File: config.mk
export PLATFORM = sky130hd
export DESIGN_NAME = decode_length_stage
export DESIGN_NICKNAME = d
export VERILOG_FILES = /design/src/rtl/decode_pkg.sv /design/src/rtl/length_decoder.sv /design/src/rtl/decode_length_stage.sv
export SDC_FILE = /design/constraint.sdc
export NUM_CORES = 1
export LEC_CHECK = 0
export ABC_AREA = 1
export CAP_MARGIN = 20
export CORE_AREA = 2 2 148 150
export CTS_CLUSTER_DIAMETER = 60
export CTS_CLUSTER_SIZE = 25
export DETAILED_ROUTE_END_ITERATION = 7
export DIE_AREA = 0 0 150 152
export PLACE_DENSITY = 0.87
export SYNTH_ARGS = -nofsm -noshare
export SYNTH_HDL_FRONTEND = slang
export SYNTH_SLANG_ARGS = --single-unit
File: constraint.sdc
create_clock -name clk -period 34.6 [get_ports clk]
set_input_delay 6.92 -clock clk [delete_from_list [all_inputs] [get_ports clk]]
set_output_delay 6.92 -clock clk [all_outputs]
set_load 0.005 [all_outputs]
File: src/rtl/decode_pkg.sv
// rtl/decode_pkg.sv - prefix constants, immediate classes and opcode tables for length decode
package decode_pkg;

   localparam int PKT_W   = 128;
   localparam int MAX_PFX = 4;

   localparam logic [7:0] PFX_ES     = 8'h26;
   localparam logic [7:0] PFX_CS     = 8'h2E;
   localparam logic [7:0] PFX_SS     = 8'h36;
   localparam logic [7:0] PFX_DS     = 8'h3E;
   localparam logic [7:0] PFX_FS     = 8'h64;
   localparam logic [7:0] PFX_GS     = 8'h65;
   localparam logic [7:0] PFX_OPSIZE = 8'h66;
   localparam logic [7:0] PFX_LOCK   = 8'hF0;
   localparam logic [7:0] PFX_REPNE  = 8'hF2;
   localparam logic [7:0] PFX_REP    = 8'hF3;
   localparam logic [7:0] OPC_ESC    = 8'h0F;

   typedef enum logic [2:0] {
      IMM_NONE,
      IMM_I8,
      IMM_I16,
      IMM_IOS,
      IMM_I16_I8,
      IMM_PTR
   } imm_class_e;

   function automatic logic is_prefix(input logic [7:0] b);
      return b inside {PFX_ES, PFX_CS, PFX_SS, PFX_DS, PFX_FS, PFX_GS,
                       PFX_OPSIZE, PFX_LOCK, PFX_REPNE, PFX_REP};
   endfunction

   function automatic logic one_byte_modrm(input logic [7:0] op);
      return (op < 8'h40 && !op[2]) ||
             (op inside {8'h62, 8'h63, 8'h69, 8'h6B, [8'h80:8'h8F], 8'hC0, 8'hC1,
                         [8'hC4:8'hC7], [8'hD0:8'hD3], [8'hD8:8'hDF],
                         8'hF6, 8'hF7, 8'hFE, 8'hFF});
   endfunction

   function automatic logic two_byte_modrm(input logic [7:0] op);
      return op inside {[8'h00:8'h03], [8'h10:8'h7F], [8'h90:8'h9F], 8'hA3, 8'hA4,
                        8'hA5, 8'hAB, 8'hAC, 8'hAD, 8'hAF, [8'hB0:8'hB7],
                        [8'hBA:8'hBF], [8'hC0:8'hC7]};
   endfunction

   function automatic imm_class_e one_byte_imm(input logic [7:0] op);
      imm_class_e c;
      c = IMM_NONE;
      // ALU block 00-3F: xx4 is AL,imm8 and xx5 is eAX,imm
      if (op < 8'h40 && op[2:0] == 3'd4)
         c = IMM_I8;
      else if (op < 8'h40 && op[2:0] == 3'd5)
         c = IMM_IOS;
      else if (op inside {8'h6A, 8'h6B, 8'h80, 8'h82, 8'h83, 8'hA8, 8'hC0, 8'hC1, 8'hC6,
                          8'hCD, 8'hD4, 8'hD5, 8'hEB, 8'hF6, [8'h70:8'h7F],
                          [8'hB0:8'hB7], [8'hE0:8'hE7]})
         c = IMM_I8;
      else if (op inside {8'h68, 8'h69, 8'h81, 8'hA9, 8'hC7, 8'hE8, 8'hE9, 8'hF7,
                          [8'hB8:8'hBF]})
         c = IMM_IOS;
      else if (op inside {8'hC2, 8'hCA})
         c = IMM_I16;
      else if (op == 8'hC8)
         c = IMM_I16_I8;
      else if (op inside {8'h9A, 8'hEA})
         c = IMM_PTR;
      return c;
   endfunction

   function automatic imm_class_e two_byte_imm(input logic [7:0] op);
      imm_class_e c;
      c = IMM_NONE;
      if (op inside {[8'h70:8'h73], 8'hA4, 8'hAC, 8'hBA, 8'hC2, [8'hC4:8'hC6]})
         c = IMM_I8;
      else if (op inside {[8'h80:8'h8F]})
         c = IMM_IOS;
      return c;
   endfunction

   // Tables indexed by {two_byte, opcode}
   function automatic logic [511:0] build_modrm_tbl();
      logic [511:0] t;
      t = '0;
      for (int i = 0; i < 256; i++) begin
         t[i]       = one_byte_modrm(8'(i));
         t[256 + i] = two_byte_modrm(8'(i));
      end
      return t;
   endfunction

   function automatic logic [1535:0] build_imm_tbl();
      logic [1535:0] t;
      t = '0;
      for (int i = 0; i < 256; i++) begin
         t[3*i +: 3]         = one_byte_imm(8'(i));
         t[3*(256 + i) +: 3] = two_byte_imm(8'(i));
      end
      return t;
   endfunction

   localparam logic [511:0]  MODRM_TBL = build_modrm_tbl();
   localparam logic [1535:0] IMM_TBL   = build_imm_tbl();

   function automatic imm_class_e imm_lookup(input logic [8:0] idx);
      return imm_class_e'(IMM_TBL[int'(idx)*3 +: 3]);
   endfunction

   function automatic logic [3:0] imm_bytes(input imm_class_e c, input logic os16);
      logic [3:0] n;
      case (c)
         IMM_I8:     n = 4'd1;
         IMM_I16:    n = 4'd2;
         IMM_IOS:    n = os16 ? 4'd2 : 4'd4;
         IMM_I16_I8: n = 4'd3;
         IMM_PTR:    n = os16 ? 4'd4 : 4'd6;
         default:    n = 4'd0;
      endcase
      return n;
   endfunction

endpackage

File: src/rtl/length_decoder.sv
// rtl/length_decoder.sv - combinational 32-bit-address x86 length decode of one fetch packet
module length_decoder
   import decode_pkg::*;
#(
   parameter int PW   = PKT_W,
   parameter int MAXP = MAX_PFX
) (
   input  logic [PW-1:0] i_packet,
   input  logic          i_valid,
   output logic [7:0]    o_length,
   output logic [2:0]    o_pfx_cnt,
   output logic [3:0]    o_opc_ofs,
   output logic [3:0]    o_modrm_ofs,
   output logic          o_opsize16,
   output logic          o_illegal
);

   function automatic logic [7:0] pkt_byte(input logic [PW-1:0] p, input logic [3:0] idx);
      return p[{idx, 3'b000} +: 8];
   endfunction

   logic [2:0] w_cnt;
   logic       w_done;
   logic       w_opsize16;
   logic       w_illegal;
   logic [3:0] w_opc_pos;
   logic       w_esc;
   logic [7:0] w_op;
   logic [3:0] w_opc_len;
   logic [8:0] w_tbl_idx;
   logic       w_has_modrm;
   logic [3:0] w_modrm_pos;
   logic [7:0] w_modrm;
   logic [2:0] w_sib_base;
   logic       w_has_sib;
   logic [3:0] w_disp_len;
   logic [3:0] w_imm_len;
   logic [7:0] w_sum;

   always_comb begin
      w_cnt      = '0;
      w_done     = 1'b0;
      w_opsize16 = 1'b0;
      // Only MAXP+1 bytes need scanning: one prefix beyond the limit already makes it illegal
      for (int i = 0; i <= MAXP; i++) begin
         if (!w_done && is_prefix(pkt_byte(i_packet, 4'(i)))) begin
            w_cnt = w_cnt + 3'd1;
            if (pkt_byte(i_packet, 4'(i)) == PFX_OPSIZE)
               w_opsize16 = 1'b1;
         end else begin
            w_done = 1'b1;
         end
      end

      w_illegal   = int'(w_cnt) > MAXP;
      w_opc_pos   = {1'b0, w_cnt};
      w_esc       = pkt_byte(i_packet, w_opc_pos) == OPC_ESC;
      w_op        = w_esc ? pkt_byte(i_packet, w_opc_pos + 4'd1) : pkt_byte(i_packet, w_opc_pos);
      w_opc_len   = w_esc ? 4'd2 : 4'd1;
      w_tbl_idx   = {w_esc, w_op};
      w_has_modrm = MODRM_TBL[w_tbl_idx];
      w_modrm_pos = w_opc_pos + w_opc_len;
      w_modrm     = pkt_byte(i_packet, w_modrm_pos);
      w_sib_base  = i_packet[{w_modrm_pos + 4'd1, 3'b000} +: 3];
      w_has_sib   = w_has_modrm && (w_modrm[7:6] != 2'b11) && (w_modrm[2:0] == 3'b100);

      w_disp_len = 4'd0;
      if (w_has_modrm) begin
         case (w_modrm[7:6])
            2'b01:   w_disp_len = 4'd1;
            2'b10:   w_disp_len = 4'd4;
            2'b00:   if (w_modrm[2:0] == 3'b101 || (w_has_sib && w_sib_base == 3'b101))
                        w_disp_len = 4'd4;
            default: w_disp_len = 4'd0;
         endcase
      end

      w_imm_len = imm_bytes(imm_lookup(w_tbl_idx), w_opsize16);
      // Group-3: only TEST (reg=000) carries an immediate
      if (!w_esc && (w_op == 8'hF6 || w_op == 8'hF7) && w_modrm[5:3] != 3'b000)
         w_imm_len = 4'd0;

      w_sum = 8'(w_opc_pos) + 8'(w_opc_len) + 8'(w_has_modrm) + 8'(w_has_sib)
            + 8'(w_disp_len) + 8'(w_imm_len);

      if (!i_valid)
         o_length = 8'd0;
      else if (w_illegal)
         o_length = 8'(MAXP + 1);
      else
         o_length = w_sum;

      o_pfx_cnt   = w_cnt;
      o_opc_ofs   = w_opc_pos;
      o_modrm_ofs = w_has_modrm ? w_modrm_pos : 4'd0;
      o_opsize16  = w_opsize16;
      o_illegal   = i_valid && w_illegal;
   end

endmodule

File: src/rtl/decode_length_stage.sv
// rtl/decode_length_stage.sv - D1 length decode feeding fetch, plus the D1->D2 pipeline register
module decode_length_stage #(
   parameter int PKT_W   = 128,
   parameter int MAX_PFX = 4
) (
   input  logic             clk,
   input  logic             reset,
   input  logic [PKT_W-1:0] packet_in,
   input  logic             packet_valid_in,
   input  logic             is_BR_T_NT_in,
   input  logic [31:0]      BP_target_in,
   input  logic [5:0]       BP_update_alias_in,
   input  logic             IE_in,
   input  logic [3:0]       IE_type_in,
   input  logic             instr_is_IDTR_orig_in,
   input  logic             IDTR_is_POP_EFLAGS_in,
   input  logic             resteer,
   input  logic             d2_stall,
   output logic [7:0]       D_length,
   output logic             stall,
   output logic             d2_valid,
   output logic [PKT_W-1:0] d2_packet,
   output logic [7:0]       d2_length,
   output logic [2:0]       d2_pfx_cnt,
   output logic [3:0]       d2_opc_ofs,
   output logic [3:0]       d2_modrm_ofs,
   output logic             d2_opsize16,
   output logic             d2_is_BR_T_NT,
   output logic [31:0]      d2_BP_target,
   output logic [5:0]       d2_BP_update_alias,
   output logic             d2_IE,
   output logic [3:0]       d2_IE_type,
   output logic             d2_instr_is_IDTR,
   output logic             d2_IDTR_is_POP_EFLAGS
);

   logic [7:0] w_length;
   logic [2:0] w_pfx_cnt;
   logic [3:0] w_opc_ofs;
   logic [3:0] w_modrm_ofs;
   logic       w_opsize16;
   logic       w_illegal;
   logic       w_stall;

   logic             r_valid;
   logic [PKT_W-1:0] r_packet;
   logic [7:0]       r_length;
   logic [2:0]       r_pfx_cnt;
   logic [3:0]       r_opc_ofs;
   logic [3:0]       r_modrm_ofs;
   logic             r_opsize16;
   logic             r_is_br;
   logic [31:0]      r_bp_target;
   logic [5:0]       r_bp_alias;
   logic             r_ie;
   logic [3:0]       r_ie_type;
   logic             r_idtr;
   logic             r_idtr_pop;

   length_decoder #(
      .PW   (PKT_W),
      .MAXP (MAX_PFX)
   ) u_length_decoder (
      .i_packet    (packet_in),
      .i_valid     (packet_valid_in),
      .o_length    (w_length),
      .o_pfx_cnt   (w_pfx_cnt),
      .o_opc_ofs   (w_opc_ofs),
      .o_modrm_ofs (w_modrm_ofs),
      .o_opsize16  (w_opsize16),
      .o_illegal   (w_illegal)
   );

   // An empty D2 register never back-pressures, so a bubble is always filled
   assign w_stall  = r_valid && d2_stall && !reset;
   assign stall    = w_stall;
   assign D_length = (w_stall || reset) ? 8'd0 : w_length;

   always_ff @(posedge clk) begin
      if (reset) begin
         r_valid     <= 1'b0;
         r_packet    <= '0;
         r_length    <= '0;
         r_pfx_cnt   <= '0;
         r_opc_ofs   <= '0;
         r_modrm_ofs <= '0;
         r_opsize16  <= 1'b0;
         r_is_br     <= 1'b0;
         r_bp_target <= '0;
         r_bp_alias  <= '0;
         r_ie        <= 1'b0;
         r_ie_type   <= '0;
         r_idtr      <= 1'b0;
         r_idtr_pop  <= 1'b0;
      end else begin
         if (!w_stall) begin
            r_valid     <= packet_valid_in;
            r_packet    <= packet_in;
            r_length    <= w_length;
            r_pfx_cnt   <= w_pfx_cnt;
            r_opc_ofs   <= w_opc_ofs;
            r_modrm_ofs <= w_modrm_ofs;
            r_opsize16  <= w_opsize16;
            r_is_br     <= is_BR_T_NT_in;
            r_bp_target <= BP_target_in;
            r_bp_alias  <= BP_update_alias_in;
            r_ie        <= IE_in || w_illegal;
            r_ie_type   <= IE_type_in | {1'b0, w_illegal, 2'b00};
            r_idtr      <= instr_is_IDTR_orig_in;
            r_idtr_pop  <= IDTR_is_POP_EFLAGS_in;
         end
         if (resteer)
            r_valid <= 1'b0;
      end
   end

   assign d2_valid              = r_valid;
   assign d2_packet             = r_packet;
   assign d2_length             = r_length;
   assign d2_pfx_cnt            = r_pfx_cnt;
   assign d2_opc_ofs            = r_opc_ofs;
   assign d2_modrm_ofs          = r_modrm_ofs;
   assign d2_opsize16           = r_opsize16;
   assign d2_is_BR_T_NT         = r_is_br;
   assign d2_BP_target          = r_bp_target;
   assign d2_BP_update_alias    = r_bp_alias;
   assign d2_IE                 = r_ie;
   assign d2_IE_type            = r_ie_type;
   assign d2_instr_is_IDTR      = r_idtr;
   assign d2_IDTR_is_POP_EFLAGS = r_idtr_pop;

endmodule
==> summary.md, run 1 <==
| Metric | Value |
|---|---|
| CTS Root Cell | clkbuf_16 |
| Layer with the highest usage | met2 |
| Pre-CTS setup slack | 10.90 ns |
| Tmin final | 23.92 ns |
| ANT nets after route | 0 |
| Vias in the first global route | 11.6k |
| Area share of the largest cell type after synthesis | 36.7% |
| Cell row count | 54 |
| Iter 0 DRT Violations | 1492 |
| TNS Setup | 0 ns |
| FF-to-FF Start | d2_valid |
| Multi-input logic area | 5480 um^2 |
| Die width | 150 um |
| Final Cycle Share | 69.1% |
| RSZ-0062 raised after global routing | no |
| Largest net degree at the start of global routing | 83 |
| CTS Buf Count | 17 |
| Worst-Margin Slew | 0.951 ns |
| Final Skew | 0.0132 ns |
| Clock sink count | 188 |
| Hold-fix buffers, CTS | 0 |
| Initial antenna violation count | 4 |
| Detail Placement HPWL | 36.2 mm |
| CP Max Fanout | 38 |
| Initial DRT Pass Iterations | 8 |
| Avg Inst Size Synth | 7.07 um^2 |
| Mapped cell area | 10200 um^2 |
| Clk_lat worst skew | 0.45 ns |
| FF+latch count, synth | 188 |
| Port bufs | 375 |
| Most common cell type on the critical path | inv_1 |
| HP Class | reg2reg |
| Worst min-delay path startpoint | d2_packet[70] |
| Reg area | 3760 um^2 |
| Post-CTS Setup Repair Bufs | 0 |
| WL final | 46.8 mm |
| GRT Util Overall | 39.6% |
| CP endpoint kind | output port |
| Crit path from | packet_in[18] |
| Worst reg-to-reg setup slack | 31.71 ns |
| PD cells | 38.9 nW/um^2 |
| H-tree Lvls | 4 |
| Top_reg_cell synth | dfxtp_1 |
| PostCTS Resize Cnt | 0 |
| Met2 Use GR | 63.0% |
| Count of final hold-check violations | 0 |
| Vias per cell | 5.99 |
| Area delta synth->final | 42.5% |
| Worst EP arrival | 17.00 ns |
| Highest Clock Rate | 41.8 MHz |
| Dpl cells | 2030 |
| Layout Utilization | 68.4% |
| Status | complete, but fails checks |
| Crit path to | D_length[3] |
| Met1 Resource Use GR | 48.2% |
| IO Pins | 383 |
| CP required | 27.68 ns |
| Final setup vio count | 0 |
| Number of remaining DRC errors | 1 |
| Cell accounting for the most synthesized area | dfxtp_1 |
| Initial core utilization | 48.0% |
| Non-Filler Instances | 2062 |
| RePlAce Congestion | 1.01 |
| GR Overflow Total | 0 |
| Nets | 1966 |
| Routing usage on met3 | 10.6% |
| End of the worst register-to-register path | d2_packet[33] |
| Max Cap Viol | 0 |
| Cells on worst reg2reg path | 7 |
| Yosys Warn Count | 0 |
| Clock Path Buffers | 2 |
| Fin worst setup slack | 10.68 ns |
| CP max stage delay | 0.79 ns |
| Gate Count Post-Synth | 1450 |
| Leakage power | 6.32 nW |
| Fraction of layout cells with a size suffix above 1 | 5.84% |
| Core area | 21400 um^2 |
| EDFF count, synth | 0 |
| Async set-reset flop share out of synthesis | 0% |
| Die area | 22800 um^2 |
| CTS tree | done |
| # fillers | 1825 |
| Fin Hold WS | 0.461 ns |
| Area contributors post-synth | dfxtp_1 (37%), nand2_1 (12%), o21ai_0 (8.5%) |
| Slowest CP cell | fa_1 |
| Netlist cell types | 54 |
| Register area share after synthesis | 36.7% |
| Via count | 12.4k |
| Avg WL per Cell | 22.7 um |
| Die height | 152 um |
| Worst slew margin | 35.8% |
| Failing checks | design-rule violations |
| Max VDD drop | 31.1 uV |
| Crit Path Category | in2out |
| Register clock-pin slew on the reported worst setup and hold paths | 0.07 ns |
| First-pass GRT wire length | 68.8 mm |
| CP Launch Type | input port |
| Final max-slew violation count | 0 |
how the worst min path moves through the flow:
stage,endpoint,slack (ns),depth (start not counted)
after floorplan,d2_length[0],0.45,2
after global routing,d2_modrm_ofs[2],0.47,2
after global placement,d2_packet[79],0.44,2
after detailed placement,d2_packet[92],0.44,2
after CTS,d2_packet[70],0.46,2
final,d2_packet[70],0.46,2
per-stage QoR:
step	cell area [um^2]	total power, mW
finish	14600	0.567
global route	14600	0.584
CTS	14600	0.564
detailed placement	14000	0.364
global placement	14000	0.362
floorplan	10300	0.290
cells by family after synthesis:
logic type      share of synthesized area (%)
compound gates                           23.3
simple gates                             26.6
buf+inv                                  10.1
flops                                    36.7
fa+ha+maj                                2.56
xor+xnor                                0.513
mux                                    0.0977
other cells                            0.0366
worst max-delay path, delay by kind of cell:
| kind | cells | cell delay (ns) |
|---|---|---|
| xor gates and xnor gates | 1 | 0.10 |
| and+or+nand+nor | 21 | 3.26 |
| AOI/OAI and AO/OA | 7 | 1.31 |
| adders and majority gates | 6 | 2.50 |
| buffers and inverters | 10 | 2.91 |
cell usage after synthesis, types with 14 or more instances:
cell	n
a21oi_1	63
a22o_1	81
buf_2	14
buf_4	14
clkbuf_1	47
dfxtp_1	188
inv_1	142
nand2_1	315
nand2_2	16
nand3_1	135
nand4_1	19
nor2_1	82
o21ai_0	173
cell type report:
class                      instances  share of cell area [%]
antenna                            1                  0.0171
clock buffer                      17                    2.91
clock inverter                    14                    1.24
inverter                         156                    4.02
multi-input combinational       1023                    37.5
sequential                       188                    25.8
tap                              280                    2.40
timing repair buffer             383                    26.1
power breakdown:
group / total [mW] / switching, mW / internal [mW]
logic: 0.125 / 0.0649 / 0.0604
clock network: 0.205 / 0.101 / 0.104
registers: 0.237 / 0.00741 / 0.230
total: 0.567 / 0.174 / 0.394
flip-flops by register name, summed over array words and instances (netlist names):
register and cells:
d2_packet 128, d2_BP_target 32, d2_BP_update_alias 6, d2_length 5, d2_IE_type 4, d2_modrm_ofs 4, d2_pfx_cnt 3, d2_IDTR_is_POP_EFLAGS 1
d2_IE 1, d2_instr_is_IDTR 1, d2_is_BR_T_NT 1, d2_opsize16 1, d2_valid 1
routing by layer:
layer,vias up,part of all wire [%],wire [um]
met5,-,0.030,14
met4,2,6.5,3020
met3,217,12,5680
met2,885,45,21100
met1,5735,36,17100
li1,5514,-,-
layout by cell type, fill, tap and decap left out, types with 5 or more instances in the layout:
cell type        instances
a21oi_1                 63
a21oi_2                  6
a22o_1                  81
a31oi_1                  6
buf_4                    8
clkbuf_16               17
clkdlybuf4s50_1        375
clkinv_4                 5
conb_1                   7
dfxtp_1                188
fa_1                     5
ha_1                    13
inv_1                  141
inv_2                   12
nand2_1                315
nand2_2                 16
nand2_4                  8
nand3_1                135
nand3_2                  5
nand3b_1                 5
nand4_1                 19
nor2_1                  80
nor2_2                   6
nor3_1                   8
o21ai_0                173
o21ai_1                 10
o22ai_1                 13
o311ai_0                 8
Power figures use the tool's default switching activity.
==> run 2: changes to the inputs <==
--- a/config.mk
+++ b/config.mk
@@ -7,12 +7,12 @@
 export LEC_CHECK = 0
 export ABC_AREA = 1
 export CAP_MARGIN = 20
-export CORE_AREA = 2 2 148 150
+export CORE_MARGIN = 1
+export CORE_UTILIZATION = 45
 export CTS_CLUSTER_DIAMETER = 60
 export CTS_CLUSTER_SIZE = 25
 export DETAILED_ROUTE_END_ITERATION = 7
-export DIE_AREA = 0 0 150 152
-export PLACE_DENSITY = 0.87
+export PLACE_DENSITY = 0.81
 export SYNTH_ARGS = -nofsm -noshare
 export SYNTH_HDL_FRONTEND = slang
 export SYNTH_SLANG_ARGS = --single-unit
==> constraint.sdc (replaced) <==
create_clock -name clk -period 23.3 [get_ports clk]
set_input_delay 4.66 -clock clk [delete_from_list [all_inputs] [get_ports clk]]
set_output_delay 4.66 -clock clk [all_outputs]
set_load 0.005 [all_outputs]
==> run 2 against run 1 <==
Net effect:
- the flow now finishes without violations
- worst setup slack got worse by 6.7 ns
- hold slack improved by 0.00083 ns
- clock-buffer cell count is 1 higher
- power rose by 47%
- cell count is 0.15% higher
- non-clock buffer count is the same
- sequential power rose by 49%
- combinational power increased by 50%
- clock power rose by 43%
- die area rose by 2.5%
- via count shrank 1.7%
- critical path depth stayed put
- critical path type unchanged
- critical endpoint unchanged
==> summary.md, run 2 (synthesized netlist as in run 1, its figures left out) <==
| Metric | Value |
|---|---|
| Status | completed (was complete, but fails checks) |
| RSZ-0062 raised after global routing | no (unchanged) |
| CTS tree | done (unchanged) |
| Pre-CTS setup slack | 4.28 ns (was 10.90 ns) |
| Leakage power | 6.29 nW (was 6.32 nW) |
| Layout Utilization | 66.0% (was 68.4%) |
| Port bufs | 375 (unchanged) |
| Cell row count | 54 (unchanged) |
| H-tree Lvls | 4 (unchanged) |
| CTS Buf Count | 17 (unchanged) |
| Layer with the highest usage | met2 (unchanged) |
| Routing usage on met3 | 11.0% (was 10.6%) |
| Most frequent cells in the layout | clkdlybuf4s50_1 (375), nand2_1 (315), dfxtp_1 (188) (unchanged) |
| Clk_lat worst skew | 0.45 ns (about the same) |
| Worst EP arrival | 14.65 ns (was 17.00 ns) |
| Nets | 1966 (unchanged) |
| Count of final hold-check violations | 0 (unchanged) |
| Clock Path Buffers | 2 (unchanged) |
| Placed cell area | 14000 um^2 (about the same) |
| Initial core utilization | 46.4% (was 48.0%) |
| Finished Cell Area | 14600 um^2 (about the same) |
| Avg WL per Cell | 23.3 um (was 22.7 um) |
| CP Max Fanout | 38 (unchanged) |
| GRT Util Overall | 40.6% (was 39.6%) |
| Max FFs per register | 128 (unchanged) |
| Fin worst setup slack | 3.99 ns (was 10.68 ns) |
| CP endpoint kind | output port (unchanged) |
| Most common cell after layout, fill and taps aside | clkdlybuf4s50_1 (unchanged) |
| Tmin final | 19.31 ns |
| RePlAce Congestion | 1.03 (was 1.01) |
| HP Class | reg2reg (unchanged) |
| ANT nets after route | 0 (unchanged) |
| CP Launch Type | input port (unchanged) |
| Area delta synth->final | 42.3% (was 42.5%) |
| Iter 0 DRT Violations | 1488 (was 1492) |
| Hold-fix buffers, CTS | 0 (unchanged) |
| Vias in the first global route | 11.4k (was 11.6k) |
| Dpl cells | 2030 (unchanged) |
| Fraction of layout cells with a size suffix above 1 | 5.84% (about the same) |
| Final Cycle Share | 82.9% |
| Final max-slew violation count | 0 (unchanged) |
| IO Pins | 383 (unchanged) |
| Max Cap Viol | 0 (unchanged) |
| Fin Hold WS | 0.461 ns (about the same) |
| Non-Filler Instances | 2065 (was 2062) |
| PD cells | 57.1 nW/um^2 (was 38.9 nW/um^2) |
| Detail Placement HPWL | 37.1 mm (was 36.2 mm) |
| Clock sink count | 188 (unchanged) |
| Met2 Use GR | 67.8% (was 63.0%) |
| Die height | 153 um (was 152 um) |
| CP required | 18.64 ns (was 27.68 ns) |
| Pwr Total | 0.832 mW (was 0.567 mW) |
| GR Overflow Total | 0 (unchanged) |
| Number of remaining DRC errors | 0 (was 1) |
| PostCTS Resize Cnt | 0 (unchanged) |
| CP max stage delay | 0.66 ns (was 0.79 ns) |
| # fillers | 1981 (was 1825) |
| Worst-Margin Slew | 1.02 ns (was 0.951 ns) |
| Slowest CP cell | ha_1 (was fa_1) |
| Vias per cell | 5.88 (was 5.99) |
| Initial DRT Pass Iterations | 8 (unchanged) |
| Die width | 153 um (was 150 um) |
| First-pass GRT wire length | 71.3 mm (was 68.8 mm) |
| Die area | 23400 um^2 (was 22800 um^2) |
| Via count | 12.1k (was 12.4k) |
| WL final | 48.1 mm (was 46.8 mm) |
| Largest net degree at the start of global routing | 104 (was 83) |
| Register clock-pin slew on the reported worst setup and hold paths | 0.07 ns (about the same) |
| Crit Path Category | in2out (unchanged) |
| Highest Clock Rate | 51.8 MHz |
| Worst slew margin | 31.8% (was 35.8%) |
| Core area | 22100 um^2 (was 21400 um^2) |
| Final setup vio count | 0 (unchanged) |
| Post-CTS Setup Repair Bufs | 0 (unchanged) |
| TNS Setup | 0 ns (unchanged) |
| Met1 Resource Use GR | 47.4% (was 48.2%) |
| CTS Root Cell | clkbuf_16 (unchanged) |
| Initial antenna violation count | 3 (was 4) |
| Final Skew | 0.0137 ns (was 0.0132 ns) |
| Max VDD drop | 43.2 uV (was 31.1 uV) |
| Most common cell type on the critical path | nand2_1 (was inv_1) |
run 2: cell types whose count changed in the layout (fill, tap and decap cells not counted), sizes merged:
cell      change
clkinvlp      +3
bufinv        -1
clkinv        -3
inv           +1
clkbuf        +1
diode         +2
run 2: path summary, 6_finish.rpt:
check,cells after the start,slack (ns),end,start
min,2,0.46,d2_modrm_ofs[1],d2_modrm_ofs[1]
min reg2reg,2,0.46,d2_modrm_ofs[1],d2_modrm_ofs[1]
max,45,3.99,D_length[3],packet_in[8]
max reg2reg,7,20.16,d2_pfx_cnt[1],d2_valid
run 2: worst max-delay path: cells and delay by family:
kind                     cells  cell delay, ns
AND/OR/NAND/NOR             23            2.98
adder cells (fa/ha/maj)      7            2.99
buffers and inverters        9            2.40
AO/OA/AOI/OAI                5            1.44
XOR/XNOR                     1            0.13
run 2: cell type report:
class / count / area, um^2 / area share, %
repair buffers: 383 / 3810 / 26.2
multi-input cells: 1023 / 5480 / 37.6
well taps: 280 / 350 / 2.40
flip-flops and latches: 188 / 3760 / 25.8
clock inverters: 14 / 148 / 1.01
clock buffers: 18 / 429 / 2.94
diodes: 3 / 7.51 / 0.0515
inverters: 156 / 588 / 4.03
run 2: power breakdown:
group / switching, mW / internal (mW)
Clock: 0.150 / 0.143
Combinational: 0.0973 / 0.0897
Sequential: 0.0116 / 0.341
Total: 0.259 / 0.574
run 2: metal layers:
metal	wire length, um	up-vias	share of wire (%)
li1	-	5520	-
met1	17600	5573	37
met2	22200	861	46
met3	5450	193	11
met4	2880	2	6.0
met5	13	-	0.027
==> run 3: changes to the inputs <==
--- a/config.mk
+++ b/config.mk
@@ -8,11 +8,11 @@
 export ABC_AREA = 1
 export CAP_MARGIN = 20
 export CORE_MARGIN = 1
-export CORE_UTILIZATION = 45
+export CORE_UTILIZATION = 41
 export CTS_CLUSTER_DIAMETER = 60
 export CTS_CLUSTER_SIZE = 25
 export DETAILED_ROUTE_END_ITERATION = 7
-export PLACE_DENSITY = 0.81
+export PLACE_DENSITY = 0.78
 export SYNTH_ARGS = -nofsm -noshare
 export SYNTH_HDL_FRONTEND = slang
 export SYNTH_SLANG_ARGS = --single-unit
==> constraint.sdc (replaced) <==
create_clock -name clk -period 17.1 [get_ports clk]
set_input_delay 3.42 -clock clk [delete_from_list [all_inputs] [get_ports clk]]
set_output_delay 3.42 -clock clk [all_outputs]
set_load 0.005 [all_outputs]
==> run 3 against run 2 <==
Net effect:
- the flow now finishes with violations (design-rule violations)
- power increased by 38%
- clock skew increased by 0.0023 ns
- register-to-register slack got worse by 5.9 ns
- hold slack got worse by 0.0022 ns
- cell area increased by 1.1%
- wire length decreased by 2.0%
- largest cell class unchanged
==> summary.md, run 3 (synthesized netlist as in run 1, its figures left out) <==
| Metric | Value |
|---|---|
| Status | complete, but fails checks (was completed) |
| Failing checks | design-rule violations |
| Most common cell type on the critical path | inv_1 (was nand2_1) |
| Register clock-pin slew on the reported worst setup and hold paths | 0.08 ns (was 0.07 ns) |
| Hold-fix buffers, CTS | 0 (unchanged) |
| Die width | 160 um (was 153 um) |
| Area delta synth->final | 43.8% (was 42.3%) |
| Max FFs per register | 128 (unchanged) |
| Number of remaining DRC errors | 1 (was 0) |
| Worst EP arrival | 12.92 ns (was 14.65 ns) |
| Count of final hold-check violations | 0 (unchanged) |
| CP max stage delay | 0.67 ns (was 0.66 ns) |
| Final Cycle Share | 95.5% |
| Leakage power | 6.35 nW (was 6.29 nW) |
| Final Skew | 0.0160 ns (was 0.0137 ns) |
| HP Class | reg2reg (unchanged) |
| PostCTS Resize Cnt | 0 (unchanged) |
| First-pass GRT wire length | 69.4 mm (was 71.3 mm) |
| CTS Root Cell | clkbuf_16 (unchanged) |
| Layer with the highest usage | met2 (unchanged) |
| Fin worst setup slack | 0.762 ns (was 3.99 ns) |
| Avg WL per Cell | 22.3 um (was 23.3 um) |
| Most frequent cells in the layout | clkdlybuf4s50_1 (375), nand2_1 (315), dfxtp_1 (188) (unchanged) |
| ANT nets after route | 0 (unchanged) |
| H-tree Lvls | 4 (unchanged) |
| Final max-slew violation count | 0 (unchanged) |
| Largest net degree at the start of global routing | 104 (unchanged) |
| Die height | 160 um (was 153 um) |
| Worst-Margin Slew | 1.01 ns (was 1.02 ns) |
| Clock sink count | 188 (unchanged) |
| Fraction of layout cells with a size suffix above 1 | 6.26% (was 5.84%) |
| TNS Setup | 0 ns (unchanged) |
| Via count | 12.2k (was 12.1k) |
| Slowest CP cell | clkdlybuf4s50_1 (was ha_1) |
| Highest Clock Rate | 61.2 MHz |
| Initial DRT Pass Iterations | 8 (unchanged) |
| Detail Placement HPWL | 36.1 mm (was 37.1 mm) |
| Met2 Use GR | 59.2% (was 67.8%) |
| Most common cell after layout, fill and taps aside | clkdlybuf4s50_1 (unchanged) |
| Initial core utilization | 42.0% (was 46.4%) |
| Max Cap Viol | 0 (unchanged) |
| Die area | 25600 um^2 (was 23400 um^2) |
| IO Pins | 383 (unchanged) |
| GR Overflow Total | 0 (unchanged) |
| CTS Buf Count | 17 (unchanged) |
| Post-CTS Setup Repair Bufs | 0 (unchanged) |
| Pre-CTS setup slack | 0.741 ns (was 4.28 ns) |
| Iter 0 DRT Violations | 1426 (was 1488) |
| Final setup vio count | 0 (unchanged) |
| PD cells | 78.0 nW/um^2 (was 57.1 nW/um^2) |
| Clk_lat worst skew | 0.44 ns (was 0.45 ns) |
| Worst slew margin | 32.4% (was 31.8%) |
| Nets | 1974 (was 1966) |
| Routing usage on met3 | 7.64% (was 11.0%) |
| Clock Path Buffers | 2 (unchanged) |
| Vias per cell | 5.77 (was 5.88) |
| Cell row count | 57 (was 54) |
| CP Launch Type | input port (unchanged) |
| Max VDD drop | 54.9 uV (was 43.2 uV) |
| RSZ-0062 raised after global routing | no (unchanged) |
| RePlAce Congestion | 1.05 (was 1.03) |
| Vias in the first global route | 11.3k (was 11.4k) |
| CP Max Fanout | 16 (was 38) |
| Crit Path Category | in2out (unchanged) |
| Met1 Resource Use GR | 43.9% (was 47.4%) |
| GRT Util Overall | 35.7% (was 40.6%) |
| Core area | 24400 um^2 (was 22100 um^2) |
| CTS tree | done (unchanged) |
| CP endpoint kind | output port (unchanged) |
| WL final | 47.1 mm (was 48.1 mm) |
| # fillers | 2282 (was 1981) |
| Port bufs | 375 (unchanged) |
| CP required | 13.68 ns (was 18.64 ns) |
| Tmin final | 16.34 ns |
| Initial antenna violation count | 4 (was 3) |
## run 3: changes by cell type in the layout (fill, tap and decap cells not counted), sizes merged
cell / before / now
buf: 8 / 16
clkinv: 9 / 10
clkinvlp: 3 / 0
diode: 3 / 4
inv: 158 / 160
## run 3: where the power goes
group          switching (mW)  leakage [nW]  internal (mW)
sequential             0.0149          1.56          0.465
clock                   0.216         0.294          0.201
combinational           0.130          4.49          0.123
## run 3: layer usage
metal | share of wire, % | vias to the layer above
met3 | 9.5 | 151
met2 | 46 | 753
met4 | 4.8 | 0
met5 | 0 | -
li1 | - | 5549
met1 | 39 | 5763
## run 3: layout make-up
type / count / area (um^2) / area share [%]
repair buffers: 391 / 3870 / 26.3
clock buffers: 18 / 429 / 2.91
well taps: 324 / 405 / 2.75
multi-input cells: 1023 / 5480 / 37.2
flip-flops and latches: 188 / 3760 / 25.5
clock inverters: 14 / 180 / 1.22
diodes: 4 / 10.0 / 0.0679
inverters: 156 / 588 / 3.99
## run 3: path summary, 6_finish.rpt
check | startpoint | cells past startpoint | endpoint | slack, ns
worst max register to register | d2_valid | 6 | d2_packet[6] | 14.23
worst min-delay path | d2_modrm_ofs[3] | 2 | d2_modrm_ofs[3] | 0.46
worst max-delay path | packet_in[18] | 46 | D_length[3] | 0.76
worst min register to register | d2_modrm_ofs[3] | 2 | d2_modrm_ofs[3] | 0.46
## run 3: critical path, delay by kind of cell
family	cells	cell delay (ns)
and+or+nand+nor	20	3.03
adders and majority gates	6	2.28
buffers and inverters	11	2.71
AOI/OAI and AO/OA	8	1.32
xor gates and xnor gates	1	0.11
## run 3: through the flow
step                      power [mW]  cell area, um^2  utilization [%]  std cells  hold slack, ns
after floorplan                0.588            10300                -       1456           0.452
after global placement         0.734            14100             57.8       2082           0.439
after detailed placement       0.736            14100             57.8       2082           0.444
after CTS                       1.15            14700             60.3       2114           0.460
after global routing            1.19            14700             60.4       2118           0.487
final                           1.15            14700             60.4       2118           0.459
